**src/rtl/id_stage_pipelined.sv**
```systemverilog
// MIPS instruction-decode stage: opcode decoder, register bank, immediate extension,
// ID/EX pipeline register and load-use stall. Optional macro ID_WB_BYPASS_EN adds write-first read bypass.
module id_stage_pipelined #(
  parameter int DATA_WIDTH     = 32,
  parameter int REG_ADDR_BITS  = 5,
  parameter int INM_DATA_WIDTH = 16,
  parameter int EXEC_BUS_WIDTH = 6,
  parameter int MEM_BUS_WIDTH  = 3,
  parameter int WB_BUS_WIDTH   = 2
) (
  input  logic                      clk,
  input  logic                      rst_n,
  input  logic                      in_valid,
  input  logic                      flush_in,
  input  logic [DATA_WIDTH-1:0]     pc_in,
  input  logic [31:0]               inst_in,
  input  logic                      wb_write_en,
  input  logic [REG_ADDR_BITS-1:0]  wb_addr,
  input  logic [DATA_WIDTH-1:0]     wb_data,
  output logic                      stall_out,
  output logic                      out_valid,
  output logic [DATA_WIDTH-1:0]     pc_out,
  output logic [DATA_WIDTH-1:0]     rs_data_out,
  output logic [DATA_WIDTH-1:0]     rt_data_out,
  output logic [REG_ADDR_BITS-1:0]  rs_addr_out,
  output logic [REG_ADDR_BITS-1:0]  rt_addr_out,
  output logic [REG_ADDR_BITS-1:0]  rd_addr_out,
  output logic [DATA_WIDTH-1:0]     inm_data_out,
  output logic [EXEC_BUS_WIDTH-1:0] execute_bus_out,
  output logic [MEM_BUS_WIDTH-1:0]  memory_bus_out,
  output logic [WB_BUS_WIDTH-1:0]   wb_bus_out
);

  localparam logic [5:0] OP_RTYPE = 6'b000000;
  localparam logic [5:0] OP_LW    = 6'b100011;
  localparam logic [5:0] OP_SW    = 6'b101011;
  localparam logic [5:0] OP_BEQ   = 6'b000100;
  localparam logic [5:0] OP_ADDI  = 6'b001000;
  localparam logic [5:0] OP_ANDI  = 6'b001100;
  localparam logic [5:0] OP_ORI   = 6'b001101;
  localparam logic [5:0] OP_SLTI  = 6'b001010;

  logic [DATA_WIDTH-1:0]     bank [2**REG_ADDR_BITS];
  logic [5:0]                opcode;
  logic [REG_ADDR_BITS-1:0]  rs_addr, rt_addr, rd_addr;
  logic [DATA_WIDTH-1:0]     rs_data, rt_data, inm_ext;
  logic [EXEC_BUS_WIDTH-1:0] exec_c;
  logic [MEM_BUS_WIDTH-1:0]  mem_c;
  logic [WB_BUS_WIDTH-1:0]   wb_c;
  logic                      zero_ext, rt_used, load_use, bubble;

  assign opcode  = inst_in[31:26];
  assign rs_addr = inst_in[25:21];
  assign rt_addr = inst_in[20:16];
  assign rd_addr = inst_in[15:11];

  always_comb begin
    exec_c   = '0;
    mem_c    = '0;
    wb_c     = '0;
    zero_ext = 1'b0;
    rt_used  = 1'b0;
    case (opcode)
      OP_RTYPE: begin exec_c = 6'b100010; wb_c = 2'b10; rt_used = 1'b1; end
      OP_LW:    begin exec_c = 6'b010000; mem_c = 3'b010; wb_c = 2'b11; end
      OP_SW:    begin exec_c = 6'b010000; mem_c = 3'b001; rt_used = 1'b1; end
      OP_BEQ:   begin exec_c = 6'b000001; mem_c = 3'b100; rt_used = 1'b1; end
      OP_ADDI:  begin exec_c = 6'b010000; wb_c = 2'b10; end
      OP_ANDI:  begin exec_c = 6'b010100; wb_c = 2'b10; zero_ext = 1'b1; end
      OP_ORI:   begin exec_c = 6'b010101; wb_c = 2'b10; zero_ext = 1'b1; end
      OP_SLTI:  begin exec_c = 6'b010110; wb_c = 2'b10; end
      default: ;
    endcase
  end

  assign inm_ext = zero_ext
    ? {{(DATA_WIDTH-INM_DATA_WIDTH){1'b0}}, inst_in[INM_DATA_WIDTH-1:0]}
    : {{(DATA_WIDTH-INM_DATA_WIDTH){inst_in[INM_DATA_WIDTH-1]}}, inst_in[INM_DATA_WIDTH-1:0]};

  always_comb begin
    rs_data = bank[rs_addr];
    rt_data = bank[rt_addr];
`ifdef ID_WB_BYPASS_EN
    if (wb_write_en && wb_addr == rs_addr) rs_data = wb_data;
    if (wb_write_en && wb_addr == rt_addr) rt_data = wb_data;
`endif
    if (rs_addr == '0) rs_data = '0;
    if (rt_addr == '0) rt_data = '0;
  end

  always_ff @(posedge clk) begin
    if (!rst_n) begin
      for (int i = 0; i < 2**REG_ADDR_BITS; i++) bank[i] <= '0;
    end else if (wb_write_en && wb_addr != '0) begin
      bank[wb_addr] <= wb_data;
    end
  end

  // Stall contract: stall_out=1 means upstream must hold PC and IF/ID so the same
  // instruction is presented again next cycle; ID/EX takes a bubble meanwhile.
  // A flush discards the instruction, so it never stalls.
  assign load_use = in_valid && out_valid && memory_bus_out[1] && (rt_addr_out != '0) &&
                    ((rt_addr_out == rs_addr) || ((rt_addr_out == rt_addr) && rt_used));
  assign stall_out = load_use && !flush_in;
  assign bubble    = flush_in || load_use || !in_valid;

  always_ff @(posedge clk) begin
    if (!rst_n || bubble) begin
      out_valid       <= 1'b0;
      pc_out          <= '0;
      rs_data_out     <= '0;
      rt_data_out     <= '0;
      rs_addr_out     <= '0;
      rt_addr_out     <= '0;
      rd_addr_out     <= '0;
      inm_data_out    <= '0;
      execute_bus_out <= '0;
      memory_bus_out  <= '0;
      wb_bus_out      <= '0;
    end else begin
      out_valid       <= 1'b1;
      pc_out          <= pc_in;
      rs_data_out     <= rs_data;
      rt_data_out     <= rt_data;
      rs_addr_out     <= rs_addr;
      rt_addr_out     <= rt_addr;
      rd_addr_out     <= rd_addr;
      inm_data_out    <= inm_ext;
      execute_bus_out <= exec_c;
      memory_bus_out  <= mem_c;
      wb_bus_out      <= wb_c;
    end
  end

endmodule
```
**config.mk**
```make
export PLATFORM = sky130hd
export DESIGN_NAME = id_stage_pipelined
export DESIGN_NICKNAME = d
export VERILOG_FILES = /design/src/rtl/id_stage_pipelined.sv
export SDC_FILE = /design/constraint.sdc
export NUM_CORES = 2
export LEC_CHECK = 0
export ABC_CLOCK_PERIOD_IN_PS = 10000
export BUFFER_PORTS_ARGS = -buffer_cell sky130_fd_sc_hd__buf_4
export CAP_MARGIN = 10
export CELL_PAD_IN_SITES_DETAIL_PLACEMENT = 1
export CELL_PAD_IN_SITES_GLOBAL_PLACEMENT = 1
export CORE_MARGIN = 2
export CORE_UTILIZATION = 30
export DETAILED_ROUTE_END_ITERATION = 12
export GPL_ROUTABILITY_DRIVEN = 1
export PLACE_DENSITY_LB_ADDON = 0.05
export SKIP_LAST_GASP = 1
export SLEW_MARGIN = 10
export SYNTH_ARGS = -nofsm -noshare
export SYNTH_HDL_FRONTEND = slang
export SYNTH_SLANG_ARGS = --single-unit
```
**constraint.sdc**
```tcl
create_clock -name clk -period 10 [get_ports clk]
set_input_delay 0.5 -clock clk [delete_from_list [all_inputs] [get_ports clk]]
set_output_delay 0.5 -clock clk [all_outputs]
set_load 0.05 [all_outputs]
```
## Yosys cells after proc, flatten, opt, wreduce, memory -nomap -nowiden

Memory sizes are Yosys's and may differ from the RTL's. A register that Yosys moved wholly into a read port is not among the register bits.
Cells that the tools add are included.

- Equal/unequal tests: 9
- Multiplexer cells: 13
- Reduce and logical (&&, ||, !) cells: 27

Operator list:

| kind | count |
|---|---|
| 6-bit case mux with 6 select lines | 1 |
| 32-bit two-way mux | 1 |
| 32-bit OR reduction | 1 |
| 6-bit by 4-bit equality test with 1-bit output (second input constant) | 4 |
| 6-bit equality test (second input constant) | 2 |
| 5-bit equality test | 2 |
| 5-bit zero test | 2 |
| 5-bit nonzero test | 2 |
| 3-bit case mux with 3 select lines | 1 |
| 1-bit two-way mux | 8 |
| 2-bit OR reduction | 4 |
| 1-bit logical AND | 7 |
| 6-bit by 3-bit equality test with 1-bit output (second input constant) | 1 |
| 6-bit zero test | 1 |
| 3-bit OR reduction | 2 |
| 5-bit two-way mux | 1 |
| 5-bit OR reduction | 1 |
| 1-bit logical OR | 4 |
| 2-bit case mux with 2 select lines | 1 |
| 1-bit zero test | 3 |

- Register bits: 76
- RAM bits: 1024
- Input bits: 106
- Output and inout port bits: 156
- Logic and storage cells: 60
- Memories: 1

Memory list:

| memory | depth | bits a word | rd ports | clocked after memory_dff | wr ports | RTL line | RTL |
|---|---|---|---|---|---|---|---|
| bank | 32 | 32 | 2 | 2 | 32 | 43 | `logic [DATA_WIDTH-1:0] bank [2**REG_ADDR_BITS];` |

## Longest topological paths before layout

- Depth in word-level cells: 10
- Depth in mapped cells: 9
- Mapped depth without buffers: 6

## Least setup slack after synthesis

No wires, ideal clock.

- Path kind: input -> register
- From: in rst_n
- To: mem bank[26][0] (enable)
- Setup time: 466 ps
- Data arrival time: 3548 ps
- Data required time: 9534 ps
- Slack: 5986 ps
- Stages: 6
- Buffers on the path: 2
- Cells stage by stage: clkbuf_1 nand2_1 nor2_1 nand2_1 clkbuf_1 o21ai_0

RTL lines:

| item | RTL line | RTL |
|---|---|---|
| from (decl) | 12 | `input logic rst_n,` |
| to (decl) | 43 |  |

## Final worst setup path

- From: reg rt_addr_out[0]
- To: reg rt_data_out[20] (read register of bank)

- Cells in the longest elaborated chain, start to end: 8
- Elaborated cells on any way between the ends: 11
- Classes of those cells: eq/ne: 2; reduce/logical: 9

RTL lines:

| item | RTL line | RTL |
|---|---|---|
| from (decl) | 26 | `output logic [REG_ADDR_BITS-1:0] rt_addr_out,` |
| from (signal assigned) | 126 | `rt_addr_out <= rt_addr;` |
| 5-bit equality test | 103 | `((rt_addr_out == rs_addr) \|\| ((rt_addr_out == rt_addr) && rt_used));` |
| 1-bit logical AND | 103 |  |
| 1-bit logical OR | 103 |  |
| 1-bit logical AND (*) | 102 | `assign load_use = in_valid && out_valid && memory_bus_out[1] && (rt_addr_out != '0) &&` |
| 1-bit logical OR (*) (2 in series) | 105 | `assign bubble = flush_in \|\| load_use \|\| !in_valid;` |
| 1-bit logical OR (*) | 108 | `if (!rst_n \|\| bubble) begin` |
| 2-bit OR reduction (no source line) (*) | - |  |
| to (decl) | 24 | `output logic [DATA_WIDTH-1:0] rt_data_out,` |

Mark *: on every way between the ends. The rest lies on a longest branch, timed or not.
A chain may end at the register's enable or synchronous reset.

==> flow_summary.toml <==
[cts]
cts_buffer_depth = 3
post-cts-setup-buffers = 0
clkSinkCount = 1157
cts_tree = "built"
clk_latency_ps = 810
ctsHoldBuffers = 52
cts.reportedPaths.clkPinSlew_ps = 60
cts-buffers-inserted = 145
post_cts_resized = 0
htreeDepth = 4
cts-root-buf = "clkbuf_16"

[global_route]
track_usage_pct = 26.0
grt-ovfl-total = 0
grt_first_pass_wirelength_um = 358000
use_met1_pct = 35.9
grt_start_max_net_pins = 97
grt_busiest_layer = "met2"
grt_pass1_vias = 42000
antenna_found_initial = 59
grt_use_met3_pct = 3.36
grtUsageMet2_pct = 42.3

[hold_path]
hp-start = "inst_in[27]"
min_path_cells = 3
hold_path_end = "execute_bus_out[2]$_SDFF_PP0_"
hp-class = "input pin to flop"

[floorplan]
core-area_sq_mm = 0.195
start_util_pct = 30.3
dieArea_sq_mm = 0.201
io_pins = 262
die_w_um = 448
die_y_um = 448
num_rows = 162

[finish]
area_delta_synth_final_pct = 16.8
fin_area_sq_mm = 0.0691
finalNetCount = 4604
drive_above_1_share_pct = 19.8
final_common_cell = "and2_1"
utilization_pct = 35.4
final_cell_mix = "and2_1 (1048), edfxtp_1 (1024), mux2i_1 (512)"

[placed_design]
io_buffers = 260
postPlaceCellArea_sq_mm = 0.0639
post-place-ws_ps = 5800
globalplace.congestion = 0.760
hpwl_um = 148000

[route]
detail-route-antenna-nets = 0
firstDrtPassIters = 5
viasPerCell = 5.52
wl_um = 262000
drtIter0Drc = 3651
num_vias = 40100
wl_per_cell_um = 36.1
drcViolationCount = 0

[critical_path]
r2r-start = "rt_addr_out[0]$_SDFF_PP0_"
critPathKind = "flop to flop"
worstSetupStartpointType = "flop"
critPathCaptureType = "flop"
arrival_ps = 4760
path_cells = "xor2_1, nor4_1, and4b_1, a211o_4, clkinv_4, buf_4, and4b_1"
r2r_setup_slack_ps = 5980
worstReg2RegEnd = "rt_data_out[20]$_SDFF_PP0_"
slowest_delay_ps = 790
worst-r2r-cell-count = 7
worst-endpoint-required_ps = 10740
worstPathMaxFanout = 69
cp_slowest_cell = "buf_4"
crit_top_cell = "and4b_1"

[logic_synthesis]
ys_ff_latch = 1157
synth_edf_count = 1024
synth.distinct_cells = 41
ys_seq_area_share_pct = 56.5
syn_inst = 4372
syn_area_sq_mm = 0.0591
synth_ff_type = "edfxtp_1"
async_flop_share_pct = 0
syn_area_per_cell_sq_um = 13.5
yosys_warnings = 0

[sta]
fin_ws_ps = 5980
slew_headroom_pct = 24.1
fmax_mhz = 249
setup_viol_count_final = 0
hold_viol_final = 0
setup_tns_ps = 0
maxSlewViolCount = 0
hold_slack_ps = 79.7
max_slew.worst_pin.slew_ps = 1140
finalCritPeriodShare_pct = 40.2
clock_skew_ps = 23.8
rsz0062_at_grt = "false"
period_needed_ps = 4020

[flow_run]
drv_cap = 0

[power_and_ir_drop]
combinationalPowerShare_pct = 11.9
p_seq_share_pct = 45.9
powerDensity_mw_per_mm2 = 178
power.share.clock_pct = 42.2
switching_share_pct = 26.8
peakVddDrop_mv = 0.186
p_int_mw = 9.00
leakagePower_nw = 25.0
power.net_switching_mw = 3.29

[run_status]
status = "completed"
-- critical path: cells and delay by family (launching register included) --
family,cells,cell delay [ps]
xor+xnor,1,760
flops,1,720
buf+inv,2,1140
compound gates,1,380
simple gates,3,740
-- area by class of cell --
| class | count | area [sq um] |
|---|---|---|
| Multi-Input combinational cell | 2762 | 24300 |
| Fill cell | 20300 | 126000 |
| Inverter | 4 | 26.3 |
| Antenna cell | 20 | 50.0 |
| Clock buffer | 222 | 4260 |
| Clock inverter | 47 | 308 |
| Sequential cell | 1157 | 33400 |
| Timing Repair Buffer | 428 | 3480 |
| Tap cell | 2624 | 3280 |
-- per-stage QoR --
step	power, mW	std cells
after floorplan	6.53	4404
after global placement	7.18	6923
after detailed placement	7.19	6923
after CTS	12.4	7244
after global routing	12.7	7251
final	12.3	7264
-- cell usage after synthesis, types with 14 or more instances --
cell type / number / area, sq um
edfxtp_1: 1024 / 30700
a21oi_1: 69 / 345
dfxtp_1: 133 / 2660
nor2_1: 109 / 409
buf_4: 53 / 398
buf_6: 15 / 169
nand3_1: 67 / 335
o21ai_0: 159 / 796
mux4_2: 256 / 5770
nor3_1: 69 / 345
mux2i_1: 512 / 5120
a221oi_1: 256 / 2240
a22oi_1: 64 / 480
and2_1: 1050 / 6570
and4b_1: 66 / 661
buf_1: 14 / 52.6
clkbuf_1: 318 / 1190
buf_2: 78 / 390
-- worst max-delay path by stage --
stage	depth (start not counted)	startpoint	slack, ps	end
floorplan	6	rst_n	5990	bank[26][0]$_SDFFCE_PN0P_
global placement	8	inst_in[16]	5790	rt_data_out[18]$_SDFF_PP0_
detailed placement	8	inst_in[21]	5800	rs_data_out[13]$_SDFF_PP0_
CTS	7	rt_addr_out[0]$_SDFF_PP0_	5830	rs_data_out[20]$_SDFF_PP0_
global route	7	rt_addr_out[0]$_SDFF_PP0_	5830	rt_data_out[27]$_SDFF_PP0_
finish	7	rt_addr_out[0]$_SDFF_PP0_	5980	rt_data_out[20]$_SDFF_PP0_
-- cells by family (layout without fill, tap and decap cells) --
family | Yosys count | after routing | synth area share [%]
multiplexers | 768 | 768 | 18.4
XOR/XNOR | 12 | 12 | 0.178
AND/OR/NAND/NOR | 1395 | 1395 | 14.5
buffers and inverters | 485 | 701 | 3.79
flip-flops | 1157 | 1157 | 56.5
AO/OA/AOI/OAI | 554 | 554 | 6.63
other | 1 | 53 | 0.00634
-- routing by layer --
metal | vias up | share of wire (%)
met3 | 317 | 5.0
met2 | 1196 | 47
met4 | 0 | 2.9
li1 | 16900 | -
met5 | - | 0
met1 | 21800 | 45
-- flip-flops by register name (all words and copies together), names as in the netlist --
signal	count
rt_addr_out	5
pc_out	32
rs_addr_out	5
execute_bus_out	5
memory_bus_out	3
wb_bus_out	1
out_valid	1
rd_addr_out	5
rt_data_out	32
rs_data_out	32
inm_data_out	12
bank	1024
-- power by group through the flow --
| stage | sequential (mW) | clock [mW] | combinational (mW) |
|---|---|---|---|
| finish | 5.64 | 5.19 | 1.46 |
| CTS | 5.65 | 5.31 | 1.46 |
| global route | 5.67 | 5.46 | 1.53 |
| global placement | 5.74 | 0 | 1.44 |
| detailed placement | 5.75 | 0 | 1.45 |
| floorplan | 5.76 | 0 | 0.772 |
Note: power is estimated with default switching activity, not from simulation.
